===== src/rtl/pwm_duty_decoder.sv =====
// PWM receive decoder: measures high time and period between rising edges of a
// synchronised PWM stream and converts them to a WIDTH-bit duty with a serial divider.
module pwm_duty_decoder #(
  parameter int WIDTH       = 8,
  parameter int CNT_W       = 16,
  parameter int TIMEOUT     = 1024,
  parameter int SYNC_STAGES = 2
) (
  input  logic             clk,
  input  logic             rst,
  input  logic             pwm_in,
  output logic [WIDTH-1:0] duty,
  output logic [CNT_W-1:0] high_time,
  output logic [CNT_W-1:0] period,
  output logic             duty_valid,
  output logic             stuck,
  output logic             overrun
);

  localparam int SW = $clog2(WIDTH + 1);

  typedef enum logic [1:0] {IDLE, HIGH, LOW} state_t;

  function automatic logic [CNT_W-1:0] sat_inc(input logic [CNT_W-1:0] x);
    return (x == '1) ? x : x + 1'b1;
  endfunction

  function automatic logic [CNT_W-1:0] sat_add(input logic [CNT_W-1:0] a,
                                               input logic [CNT_W-1:0] b);
    logic [CNT_W:0] sum;
    sum = {1'b0, a} + {1'b0, b};
    return sum[CNT_W] ? '1 : sum[CNT_W-1:0];
  endfunction

  logic [SYNC_STAGES-1:0] r_sync;
  logic                   r_s_d;
  logic [SYNC_STAGES:0]   r_prime;

  state_t                 r_state;
  logic [CNT_W-1:0]       r_hcnt;
  logic [CNT_W-1:0]       r_lcnt;
  logic [CNT_W-1:0]       r_idle;

  logic                   r_busy;
  logic [SW-1:0]          r_step;
  logic [CNT_W-1:0]       r_rem;
  logic [CNT_W-1:0]       r_div;
  logic [CNT_W-1:0]       r_ht;
  logic [WIDTH-1:0]       r_quo;

  logic [WIDTH-1:0]       r_duty;
  logic [CNT_W-1:0]       r_high_time;
  logic [CNT_W-1:0]       r_period;
  logic                   r_duty_valid;
  logic                   r_stuck;
  logic                   r_overrun;

  logic                   w_s;
  logic                   w_primed;
  logic                   w_rise;
  logic                   w_fall;
  logic                   w_edge;
  logic                   w_timeout;
  logic                   w_complete;
  logic [CNT_W-1:0]       w_per;
  logic [CNT_W:0]         w_sh;
  logic                   w_ge;

  // Edges are ignored until the chain and its delayed copy hold real input
  // samples, so a line already high at reset release is not taken as a rise.
  always_ff @(posedge clk or negedge rst) begin
    if (!rst) begin
      r_sync  <= '0;
      r_s_d   <= 1'b0;
      r_prime <= '0;
    end else begin
      r_sync  <= {r_sync[SYNC_STAGES-2:0], pwm_in};
      r_s_d   <= r_sync[SYNC_STAGES-1];
      r_prime <= {r_prime[SYNC_STAGES-1:0], 1'b1};
    end
  end

  assign w_s        = r_sync[SYNC_STAGES-1];
  assign w_primed   = r_prime[SYNC_STAGES];
  assign w_rise     = w_primed & w_s & ~r_s_d;
  assign w_fall     = w_primed & ~w_s & r_s_d;
  assign w_edge     = w_rise | w_fall;
  assign w_timeout  = (r_state != IDLE) && !w_edge && (r_idle == CNT_W'(TIMEOUT - 1));
  assign w_complete = (r_state == LOW) && w_rise;
  assign w_per      = sat_add(r_hcnt, r_lcnt);

  always_ff @(posedge clk or negedge rst) begin
    if (!rst) begin
      r_state <= IDLE;
      r_hcnt  <= '0;
      r_lcnt  <= '0;
      r_idle  <= '0;
    end else begin
      if (r_state == IDLE || w_edge) r_idle <= '0;
      else                           r_idle <= r_idle + 1'b1;
      case (r_state)
        IDLE: begin
          if (w_rise) begin
            r_state <= HIGH;
            r_hcnt  <= CNT_W'(1);
            r_lcnt  <= '0;
          end
        end
        HIGH: begin
          if (w_fall) begin
            r_state <= LOW;
            r_lcnt  <= CNT_W'(1);
          end else if (w_timeout) begin
            r_state <= IDLE;
          end else begin
            r_hcnt <= sat_inc(r_hcnt);
          end
        end
        LOW: begin
          if (w_rise) begin
            r_state <= HIGH;
            r_hcnt  <= CNT_W'(1);
            r_lcnt  <= '0;
          end else if (w_timeout) begin
            r_state <= IDLE;
          end else begin
            r_lcnt <= sat_inc(r_lcnt);
          end
        end
        default: r_state <= IDLE;
      endcase
    end
  end

  assign w_sh = {r_rem, 1'b0};
  assign w_ge = (w_sh >= {1'b0, r_div});

  // Divider runs WIDTH shift/subtract steps, then one publish step; busy spans both.
  always_ff @(posedge clk or negedge rst) begin
    if (!rst) begin
      r_busy       <= 1'b0;
      r_step       <= '0;
      r_rem        <= '0;
      r_div        <= '0;
      r_ht         <= '0;
      r_quo        <= '0;
      r_duty       <= '0;
      r_high_time  <= '0;
      r_period     <= '0;
      r_duty_valid <= 1'b0;
      r_stuck      <= 1'b0;
      r_overrun    <= 1'b0;
    end else begin
      r_duty_valid <= 1'b0;
      if (w_complete) begin
        if (r_busy) begin
          r_overrun <= 1'b1;
        end else begin
          r_busy <= 1'b1;
          r_step <= '0;
          r_rem  <= r_hcnt;
          r_div  <= w_per;
          r_ht   <= r_hcnt;
          r_quo  <= '0;
        end
      end
      if (r_busy) begin
        if (r_step == SW'(WIDTH)) begin
          r_busy       <= 1'b0;
          r_duty       <= r_quo;
          r_high_time  <= r_ht;
          r_period     <= r_div;
          r_duty_valid <= 1'b1;
          r_stuck      <= 1'b0;
        end else begin
          r_rem  <= CNT_W'(w_ge ? (w_sh - {1'b0, r_div}) : w_sh);
          r_quo  <= {r_quo[WIDTH-2:0], w_ge};
          r_step <= r_step + 1'b1;
        end
      end else if (w_timeout) begin
        r_duty       <= (r_state == HIGH) ? '1 : '0;
        r_high_time  <= (r_state == HIGH) ? CNT_W'(TIMEOUT) : '0;
        r_period     <= CNT_W'(TIMEOUT);
        r_duty_valid <= 1'b1;
        r_stuck      <= 1'b1;
      end
    end
  end

  assign duty       = r_duty;
  assign high_time  = r_high_time;
  assign period     = r_period;
  assign duty_valid = r_duty_valid;
  assign stuck      = r_stuck;
  assign overrun    = r_overrun;

endmodule


===== config.mk =====
export PLATFORM = sky130hd
export DESIGN_NAME = pwm_duty_decoder
export DESIGN_NICKNAME = d
export VERILOG_FILES = /design/src/rtl/pwm_duty_decoder.sv
export SDC_FILE = /design/constraint.sdc
export NUM_CORES = 1
export LEC_CHECK = 0
export CAP_MARGIN = 20
export CORE_ASPECT_RATIO = 0.6
export CORE_UTILIZATION = 45
export CTS_CLUSTER_DIAMETER = 40
export DETAILED_ROUTE_END_ITERATION = 8
export GPL_TIMING_DRIVEN = 0
export HOLD_SLACK_MARGIN = 0.06
export SLEW_MARGIN = 5
export SYNTH_ARGS = -nofsm -noshare
export SYNTH_HDL_FRONTEND = slang
export SYNTH_SLANG_ARGS = --single-unit

===== constraint.sdc =====
create_clock -name clk -period 8.4 [get_ports clk]
set_clock_uncertainty 0.1 [all_clocks]
set_input_delay 0.84 -clock clk [delete_from_list [all_inputs] [get_ports clk]]
set_output_delay 0.84 -clock clk [all_outputs]
set_load 0.005 [all_outputs]

==> impl_metrics.tcl <==
set metrics [dict create \
    synth_seq_cells 160 \
    seq_area_frac_synth_pct 47.3 \
    mappedNetlistNets 894 \
    io_pins 46 \
    layout_setup_ws_ns 4.90 \
    setup_violations 0 \
    netlist_top_cells_area "dfrtp_1 (47%), ha_1 (6.1%), o21ai_0 (5.0%), a22o_1 (4.2%), a21oi_1 (3.0%)" \
    ys.warnings.count 0 \
    synth_cell_types 60 \
    htree_levels 4 \
    route.detailed.drc 11 \
    cp_cell_sequence "ha_1 -> fa_1 -> a211o_1 -> a211oi_2 -> o21ai_1 -> a31oi_2 -> o21ai_1 -> a2111o_1 -> buf_6 -> o22a_1" \
    clock_latency_ns 0.43 \
    dp.final_hpwl_um 17000 \
    grt_pass1_vias 6700 \
    initial_core_util_pct 46.3 \
    num_antenna_cells 0 \
    area_delta_synth_final_pct 16.1 \
    grt.overflow.total 0 \
    clk_pin_slew_ns 0.07 \
    routed_wl_um 22700 \
    yosysMostFrequentCell "dfrtp_1" \
    drive_gt1_share_pct 7.02 \
    initialDrtViolationCount 599 \
    syn_area_per_cell_um2 9.98 \
    portBuffers 45 \
    path_class "reg -> reg" \
    cts_resized 0 \
    synth_area_mm2 0.00846 \
    cp_common_cell "o21ai_1" \
    cts_tree "done" \
    rows 38 \
    worst_slew_pin_slew_ns 0.764 \
    synth_flop_cell "dfrtp_1" \
    yosys.area.top_type "dfrtp_1" \
    chipHeight_um 108 \
    rsz0062_at_grt "no" \
    place_area_mm2 0.00925 \
    slowest_stage "a2111o_1" \
    synth_compound_area_share_pct 22.6 \
    synth.top_cell.area_share_pct 47.3 \
    worstPathRequired_ns 8.62 \
    grt_usage_pct 25.5 \
    synth_edf_count 0 \
    postCtsSetupBuffers 0 \
    tns_ns 0 \
    fmax_ghz 0.285 \
    cts_hold_buf 0 \
    synth_adder_area_share_pct 6.54 \
    cts_root_buf "clkbuf_16" \
    max-slew-margin-rel_pct 48.9 \
    cap_violations 0 \
    critPathBufInv 1 \
    yosys.area_share.simple_pct 12.2 \
    cp_max_fo 10 \
    arrival_ns 3.72 \
    p_leak_uw 0.00444 \
    design_area_mm2 0.00983 \
    fin_crit_sh_pct 41.7 \
    startpoint_type "flip-flop" \
    fin_util_pct 53.8 \
    grt_start_max_net_pins 97 \
    gp_congestion 0.895 \
    hold_path_class "in -> async" \
    path_delay_family "compound AO/OA/AOI/OAI gates" \
    synth_xor_area_share_pct 4.04 \
    synthArstFlopShare_pct 100 \
    cp_slowest_stage_delay_ns 0.55 \
    wire_per_inst_um 19.5 \
    ir_worst_vdd_v 0.000178 \
    cts_sinks 160 \
    final_nets 959 \
    cts_max_path_buffers 2 \
    finalMaxSlewViolations 0 \
    numCtsBuffers 17 \
    fin_crit_ns 3.50 \
    firstDrtPassIters 6 \
    syn_inst 848 \
    power.density_mw_per_mm2 306 \
    finalHoldViolCount 0 \
    antenna_left 0 \
    status "finished with violations" \
    die_w_um 179 \
    crit_path_end_kind "flip-flop" \
    dieArea_mm2 0.0194 \
    synthMuxAreaShare_pct 3.80 \
    coreArea_mm2 0.0183 \
    place_ws_ns 4.94 \
    synth_top_family_by_area "compound AO/OA/AOI/OAI gates" \
    grt_pass1_wl_um 37200 \
    via_per_inst 5.97 \
    ys_top_cells_by_count "dfrtp_1 (160), o21ai_0 (84), nor2_1 (62)" \
    antenna_found_initial 0 \
    violations "design-rule violations" \
    via_count 6961 \
]
==> final timing paths <==
kind                                  to        from  slack [ns]  depth (start not counted)
setup / recovery               r_div[10]   r_hcnt[0]        4.90                         10
hold / removal                period[12]         rst        0.24                          1
setup reg to reg               r_div[10]   r_hcnt[0]        4.90                         10
hold reg to reg               r_prime[1]  r_prime[0]        0.25                          0
max in group asynchronous  high_time[12]         rst        7.11                          2
min in group clk              r_prime[1]  r_prime[0]        0.25                          0
==> per-stage QoR <==
stage / cells / hold slack [ns] / power [uW]
CTS: 1166 / 0.254 / 3000
finish: 1166 / 0.241 / 3010
floorplan: 848 / 0.231 / 1890
detailed placement: 1134 / 0.235 / 2220
global placement: 1133 / 0.232 / 2180
global route: 1166 / 0.265 / 3210
==> per-layer routing <==
metal	vias up	wire length [um]	global-route usage [%]
met3	25	1470	6.93
met2	207	9240	35.1
met5	-	0	0
met4	0	298	6.23
met1	3479	11700	38.9
li1	3250	-	-
==> report_power, final <==
group | leakage [uW] | switching, uW | internal [uW]
Clock | 0.000281 | 346 | 418
Combinational | 0.00196 | 751 | 513
Sequential | 0.00220 | 120 | 860
Total | 0.00444 | 1220 | 1790
==> state kept, by name, summed over array words and instances, names as in the netlist, 2 cells and up, named ones only <==
register	flops
high_time	16
period	16
r_div	16
r_hcnt	16
r_ht	16
r_idle	16
r_lcnt	16
r_rem	16
duty	8
r_quo	8
r_prime	3
r_step	3
r_state	2
r_sync	2
==> final cells by class <==
| class | count | area, um2 |
|---|---|---|
| Clock inverter | 15 | 155 |
| Clock buffer | 17 | 425 |
| Multi-Input combinational cell | 613 | 4160 |
| Buffer | 41 | 170 |
| Inverter | 34 | 128 |
| Timing Repair Buffer | 46 | 483 |
| Fill cell | 1626 | 8430 |
| Tap cell | 240 | 300 |
| Sequential cell | 160 | 4000 |
==> logic make-up after synthesis <==
family,after synthesis
buf+inv,75
other cells,1
xor+xnor,39
compound gates,287
simple gates,213
flops,160
fa+ha+maj,43
mux,30
==> layout by cell type (no fill, tap or decap), types with 5 or more instances in the layout <==
master	instances
a211oi_1	6
a21o_1	13
mux2i_1	13
xnor2_1	17
nand4_1	10
buf_2	7
nand2_1	53
o21ai_0	84
a22oi_1	15
o211ai_1	7
o31ai_1	8
ha_1	41
nor2_1	62
a22o_1	41
xor2_1	22
nand3_1	30
a21oi_1	51
nand2b_1	10
clkdlybuf4s50_1	44
and3_1	13
mux2_2	17
o21bai_1	7
a31oi_1	9
inv_1	34
dfrtp_1	160
and2_1	5
o22a_1	16
clkbuf_1	29
clkbuf_16	17
Note: power is estimated with default switching activity, not from simulation.
